## config.mk

```make
export PLATFORM = sky130hd
export DESIGN_NAME = hazard_scoreboard
export DESIGN_NICKNAME = d
export VERILOG_FILES = /design/src/rtl/hazard_scoreboard.sv
export SDC_FILE = /design/constraint.sdc
export NUM_CORES = 1
export LEC_CHECK = 0
export ABC_AREA = 1
export CELL_PAD_IN_SITES_DETAIL_PLACEMENT = 0
export CELL_PAD_IN_SITES_GLOBAL_PLACEMENT = 2
export CORE_MARGIN = 2
export CORE_UTILIZATION = 25
export CTS_CLUSTER_SIZE = 16
export DETAILED_ROUTE_END_ITERATION = 12
export GPL_TIMING_DRIVEN = 0
export PLACE_DENSITY = 0.8
export SETUP_SLACK_MARGIN = 0.5
export SYNTH_ARGS = -nofsm -noshare
export SYNTH_HDL_FRONTEND = slang
export SYNTH_SLANG_ARGS = --single-unit
```

## constraint.sdc

```tcl
create_clock -name i_clk -period 4.5 [get_ports i_clk]
set_clock_uncertainty 0.15 [all_clocks]
set_input_delay 1.125 -clock i_clk [delete_from_list [all_inputs] [get_ports i_clk]]
set_output_delay 1.125 -clock i_clk [all_outputs]
set_load 0.01 [all_outputs]
```

## src/rtl/hazard_scoreboard.sv

```systemverilog
// Hazard/forwarding scoreboard beside ID: tracks in-flight writers, stalls load-use, issues EX forward selects.
// Optional HAZARD_PERF_CNT_EN adds saturating stall/bubble/flush counters.
module hazard_scoreboard #(
  parameter int REG_NUMBER   = 5,
  parameter int FWD_STAGES   = 3,
  parameter int LOAD_LATENCY = 1,
  localparam int SEL_W       = $clog2(FWD_STAGES + 1)
) (
  input  logic                  i_clk,
  input  logic                  i_rst,
  input  logic                  i_id_valid,
  input  logic [REG_NUMBER-1:0] i_id_rs1,
  input  logic [REG_NUMBER-1:0] i_id_rs2,
  input  logic                  i_id_use_rs1,
  input  logic                  i_id_use_rs2,
  input  logic [REG_NUMBER-1:0] i_id_rd,
  input  logic                  i_id_reg_write,
  input  logic                  i_id_mem_read,
  input  logic                  i_branch_taken,
  input  logic                  i_mem_busy,
  output logic                  o_pc_write,
  output logic                  o_if_id_write,
  output logic                  o_id_ex_bubble,
  output logic                  o_flush,
  output logic [SEL_W-1:0]      o_fwd_a,
  output logic [SEL_W-1:0]      o_fwd_b
`ifdef HAZARD_PERF_CNT_EN
  ,
  output logic [31:0]           o_stall_cycles,
  output logic [31:0]           o_bubble_count,
  output logic [31:0]           o_flush_count
`endif
);

  logic [FWD_STAGES-1:0] r_valid;
  logic [FWD_STAGES-1:0] r_regWrite;
  logic [FWD_STAGES-1:0] r_isLoad;
  logic [REG_NUMBER-1:0] r_rd [FWD_STAGES];
  logic [SEL_W-1:0]      r_fwdA;
  logic [SEL_W-1:0]      r_fwdB;

  logic [SEL_W-1:0]      w_selA;
  logic [SEL_W-1:0]      w_selB;
  logic                  w_loadHzA;
  logic                  w_loadHzB;
  logic                  w_hz;

  // Descending scan so the youngest (lowest stage) match overwrites older ones.
  always_comb begin
    w_selA    = '0;
    w_selB    = '0;
    w_loadHzA = 1'b0;
    w_loadHzB = 1'b0;
    for (int j = FWD_STAGES - 1; j >= 0; j--) begin
      if (r_valid[j] && r_regWrite[j] && (r_rd[j] == i_id_rs1) &&
          (i_id_rs1 != '0) && i_id_use_rs1) begin
        w_selA = SEL_W'(j + 1);
        if (r_isLoad[j] && (j < LOAD_LATENCY)) w_loadHzA = 1'b1;
      end
      if (r_valid[j] && r_regWrite[j] && (r_rd[j] == i_id_rs2) &&
          (i_id_rs2 != '0) && i_id_use_rs2) begin
        w_selB = SEL_W'(j + 1);
        if (r_isLoad[j] && (j < LOAD_LATENCY)) w_loadHzB = 1'b1;
      end
    end
  end

  assign w_hz           = i_id_valid && (w_loadHzA || w_loadHzB);
  assign o_pc_write     = !i_mem_busy && !w_hz;
  assign o_if_id_write  = !i_mem_busy && !w_hz;
  assign o_id_ex_bubble = !i_mem_busy && w_hz;
  assign o_flush        = !i_mem_busy && !w_hz && i_branch_taken && i_id_valid;
  assign o_fwd_a        = r_fwdA;
  assign o_fwd_b        = r_fwdB;

  // A stall inserts an empty slot at S1 while older writers keep draining.
  always_ff @(posedge i_clk or posedge i_rst) begin
    if (i_rst) begin
      r_valid    <= '0;
      r_regWrite <= '0;
      r_isLoad   <= '0;
      for (int j = 0; j < FWD_STAGES; j++) r_rd[j] <= '0;
      r_fwdA     <= '0;
      r_fwdB     <= '0;
    end else if (!i_mem_busy) begin
      r_valid    <= {r_valid[FWD_STAGES-2:0],    i_id_valid && !w_hz};
      r_regWrite <= {r_regWrite[FWD_STAGES-2:0], i_id_reg_write && !w_hz};
      r_isLoad   <= {r_isLoad[FWD_STAGES-2:0],   i_id_mem_read && !w_hz};
      r_rd[0]    <= w_hz ? '0 : i_id_rd;
      for (int j = 1; j < FWD_STAGES; j++) r_rd[j] <= r_rd[j-1];
      r_fwdA     <= w_hz ? '0 : w_selA;
      r_fwdB     <= w_hz ? '0 : w_selB;
    end
  end

`ifdef HAZARD_PERF_CNT_EN
  // Counters stick at all-ones rather than wrapping.
  always_ff @(posedge i_clk or posedge i_rst) begin
    if (i_rst) begin
      o_stall_cycles <= '0;
      o_bubble_count <= '0;
      o_flush_count  <= '0;
    end else begin
      if (i_mem_busy && (o_stall_cycles != 32'hFFFF_FFFF))
        o_stall_cycles <= o_stall_cycles + 32'd1;
      if (o_id_ex_bubble && (o_bubble_count != 32'hFFFF_FFFF))
        o_bubble_count <= o_bubble_count + 32'd1;
      if (o_flush && (o_flush_count != 32'hFFFF_FFFF))
        o_flush_count <= o_flush_count + 32'd1;
    end
  end
`endif

endmodule

```

==> summary.txt <==
Outcome = finished, final reports clean
Number of distinct library cells after synthesis = 23
Class of the most critical hold timing path = reg -> reg
Final worst-path cycle share = 0.8666
Clock network latency to the later pin of the worst-skew pair = 0.28 ns
Most repeated cell in the gate-level netlist after synthesis = sky130_fd_sc_hd__nand2_1
Sequential element share of the synthesized area = 0.3644
Global placement routability congestion = 0.8240
Post-synthesis cell count = 272
Initial antenna violation count = 0
Proportion of total power due to net switching = 0.3210
TritonCTS buffer count = 3
CTS root buffer = sky130_fd_sc_hd__clkbuf_8
Worst hold slack = 0.3382 ns
Initial DRT Pass Iterations = 4
Post-Synthesis Mean Instance Area = 6.564 um^2
Max-capacitance violation count = 0
Antenna-violating nets left = 0
Final setup vio count = 0
Number of synthesized flops with an enable pin = 0
Arrival time of the worst setup path = 2.62 ns
Most frequent cells after synthesis = sky130_fd_sc_hd__nand2_1 (121), sky130_fd_sc_hd__inv_1 (30), sky130_fd_sc_hd__dfrtp_1 (26)
Die Footprint = 7834 um^2
Worst-case headroom to the max-slew limit = 0.2631
Static Leak = 1.188 nW
Total instance count after detailed placement = 399
Final layout net count = 333
Asr flop ratio synth = 1.000
Final Non-Filler Cells = 404
Power density relative to cell area = 250.8 nW/um^2
CTS hold repair buffers = 0
Total number of vias = 1,674
Count of yosys warnings during synthesis = 0
Most used DFF post-synth = sky130_fd_sc_hd__dfrtp_1
Total Wirelength = 4992 um
Net switching power of the design = 0.1842 mW
Share of power burned in combinational logic = 0.240
Final number of hold-violating endpoints = 0
Pin count of the biggest net entering global routing = 27
Routed via count divided by cell count = 4.144
Actual transition at the worst max-transition pin = 1.104 ns
Critical path startpoint category = input port
Area Growth Syn to Fin = 28.17%
Setup TNS Final = 0 ns
Minimum clock period = 3.900 ns
Site row count = 30
Maximum level of the CTS H-tree = 1
Highest fanout seen on the critical path = 10
Total overflow reported by the global router = 0
Sequential share of power = 0.484
Share of total power in the clock network = 0.276
Clock transition at path regs = 0.09 ns
Dominant cell type by area after synthesis = sky130_fd_sc_hd__dfrtp_1
Required time at the endpoint of the critical path = 3.22 ns
Most area-consuming cells after synthesis = sky130_fd_sc_hd__dfrtp_1 (36%), sky130_fd_sc_hd__nand2_1 (25%), sky130_fd_sc_hd__inv_1 (6.3%), sky130_fd_sc_hd__nand3_2 (6.2%), sky130_fd_sc_hd__nor2_1 (5.3%)
Kind of critical path = in -> out
Final count of pins violating max slew = 0
Clock tree from TritonCTS = yes
First-pass GRT wire length = 8321 um
WL per Instance = 12.36 um
RSZ-0062 raised after global routing = false
Overall routing resource usage = 0.1388
Net count after synthesis = 296
Peak supply drop = 0.1342 mV
Synthesis-stage register bit count = 26
Filler instances = 751
Maximum clock insertion buffer count = 2
Diode count = 0
Initial core utilization = 0.2599
Total clock sinks = 26
DRC violations left = 0
Flop-to-flop setup slack = 2.80 ns
Critical path endpoint category = primary output
Die outline height = 88.51 um
Power Internal = 0.3897 mW
Total standard cell area after synthesis = 1785 um^2
Share of layout cells above drive strength 1 = 0.1558
Highest clock frequency the design can meet = 256.4 MHz
Via count of the first global-routing pass = 1,662
Placeable core area = 6869 um^2
Violation count after the first detailed-route iteration = 72
Final HPWL DP = 3827 um
Fraction of synthesized cell area taken by the top area cell type = 0.3644
IO Port Bufs = 31
Top-level port count = 32
Horizontal die dimension = 88.51 um
[through the flow]
| step | util | instance area [um^2] | setup WS, ns | total power [mW] |
|---|---|---|---|---|
| floorplan | - | 1785 | 1.146 | 0.3640 |
| global placement | 0.3226 | 2216 | -0.03127 | 0.4239 |
| detailed placement | 0.3226 | 2216 | -0.05344 | 0.4239 |
| CTS | 0.3319 | 2280 | 0.4471 | 0.5850 |
| global route | 0.3332 | 2288 | 0.5105 | 0.6147 |
| finish | 0.3332 | 2288 | 0.6001 | 0.5738 |
[placed cells by master, fill, tap and decap left out, drive strengths merged]
master         synthesis  final
nand3                 16     16
clkdlybuf4s50          0     15
nand2                133    133
dlygate4sd2            0     14
nand4                  2      2
nor3b                  1      1
a21boi                 1      1
inv                   34     34
dlymetal6s2s           0      2
xnor2                  5      5
dfrtp                 26     26
and2                   1      1
o21ai                 14     14
clkbuf                 4      8
buf                    3      4
a21oi                  5      5
o22ai                  1      1
nor2                  26     26
[sequential cells by signal, summed over array words and instances, names as in the netlist]
register,count
r_rd,15
r_regWrite,3
o_fwd_a,2
o_fwd_b,2
r_valid,3
r_isLoad,1
[power by group through the flow]
stage	Clock, mW	Combinational (mW)	Sequential (mW)
finish	0.158	0.138	0.278
global route	0.173	0.159	0.282
CTS	0.167	0.140	0.278
detailed placement	0	0.142	0.282
global placement	0	0.141	0.282
floorplan	0	0.0877	0.276
[critical path, cell delays in order]
cell and delay [ns]:
sky130_fd_sc_hd__clkdlybuf4s50_1 0.48, sky130_fd_sc_hd__clkbuf_2 0.26, sky130_fd_sc_hd__clkbuf_2 0.30, sky130_fd_sc_hd__a21oi_2 0.06, sky130_fd_sc_hd__buf_4 0.13, sky130_fd_sc_hd__dlygate4sd2_1 0.27
[per-layer routing]
metal	share of wire	track usage	up-vias
li1	-	-	897
met1	0.48	0.1999	732
met2	0.44	0.2208	43
met3	0.067	0.02799	2
met4	0.0042	0.02066	0
met5	0	0	-
[worst paths after layout]
| kind | endpoint | startpoint | cells after the start |
|---|---|---|---|
| worst min register to register | o_fwd_a[1] | o_fwd_a[1] | 2 |
| min in group asynchronous | r_rd[7] | i_rst | 2 |
| worst max-delay path | o_pc_write | i_mem_busy | 6 |
| max in group asynchronous | r_valid[1] | i_rst | 2 |
| worst min-delay path | o_fwd_a[1] | o_fwd_a[1] | 2 |
| worst max register to register | o_fwd_a[0] | r_rd[11] | 9 |
[cell type report]
type | instances | area [um^2] | share of cell area
inverters | 34 | 127.6 | 0.05577
plain buffers | 7 | 41.29 | 0.01804
flip-flops and latches | 26 | 650.6 | 0.2843
clock buffers | 4 | 55.05 | 0.02406
repair buffers | 32 | 305.3 | 0.1334
multi-input cells | 205 | 988.4 | 0.4319
well taps | 96 | 120.1 | 0.05249
[timing repair]
action / in CTS / in global routing
endpoints found under the hold margin: 0 / 0
setup endpoints to repair: 4 / 4
buffers inserted: 1 / 0
resized for setup: 24 / 3
pin swaps: 2 / 1
[cell families after synthesis]
family,after synthesis,share of synthesized area
xor+xnor,5,0.02453
compound gates,21,0.06097
flops,26,0.3644
simple gates,179,0.4569
buf+inv,41,0.09320
No activity file was read; power rests on OpenSTA's default activity.
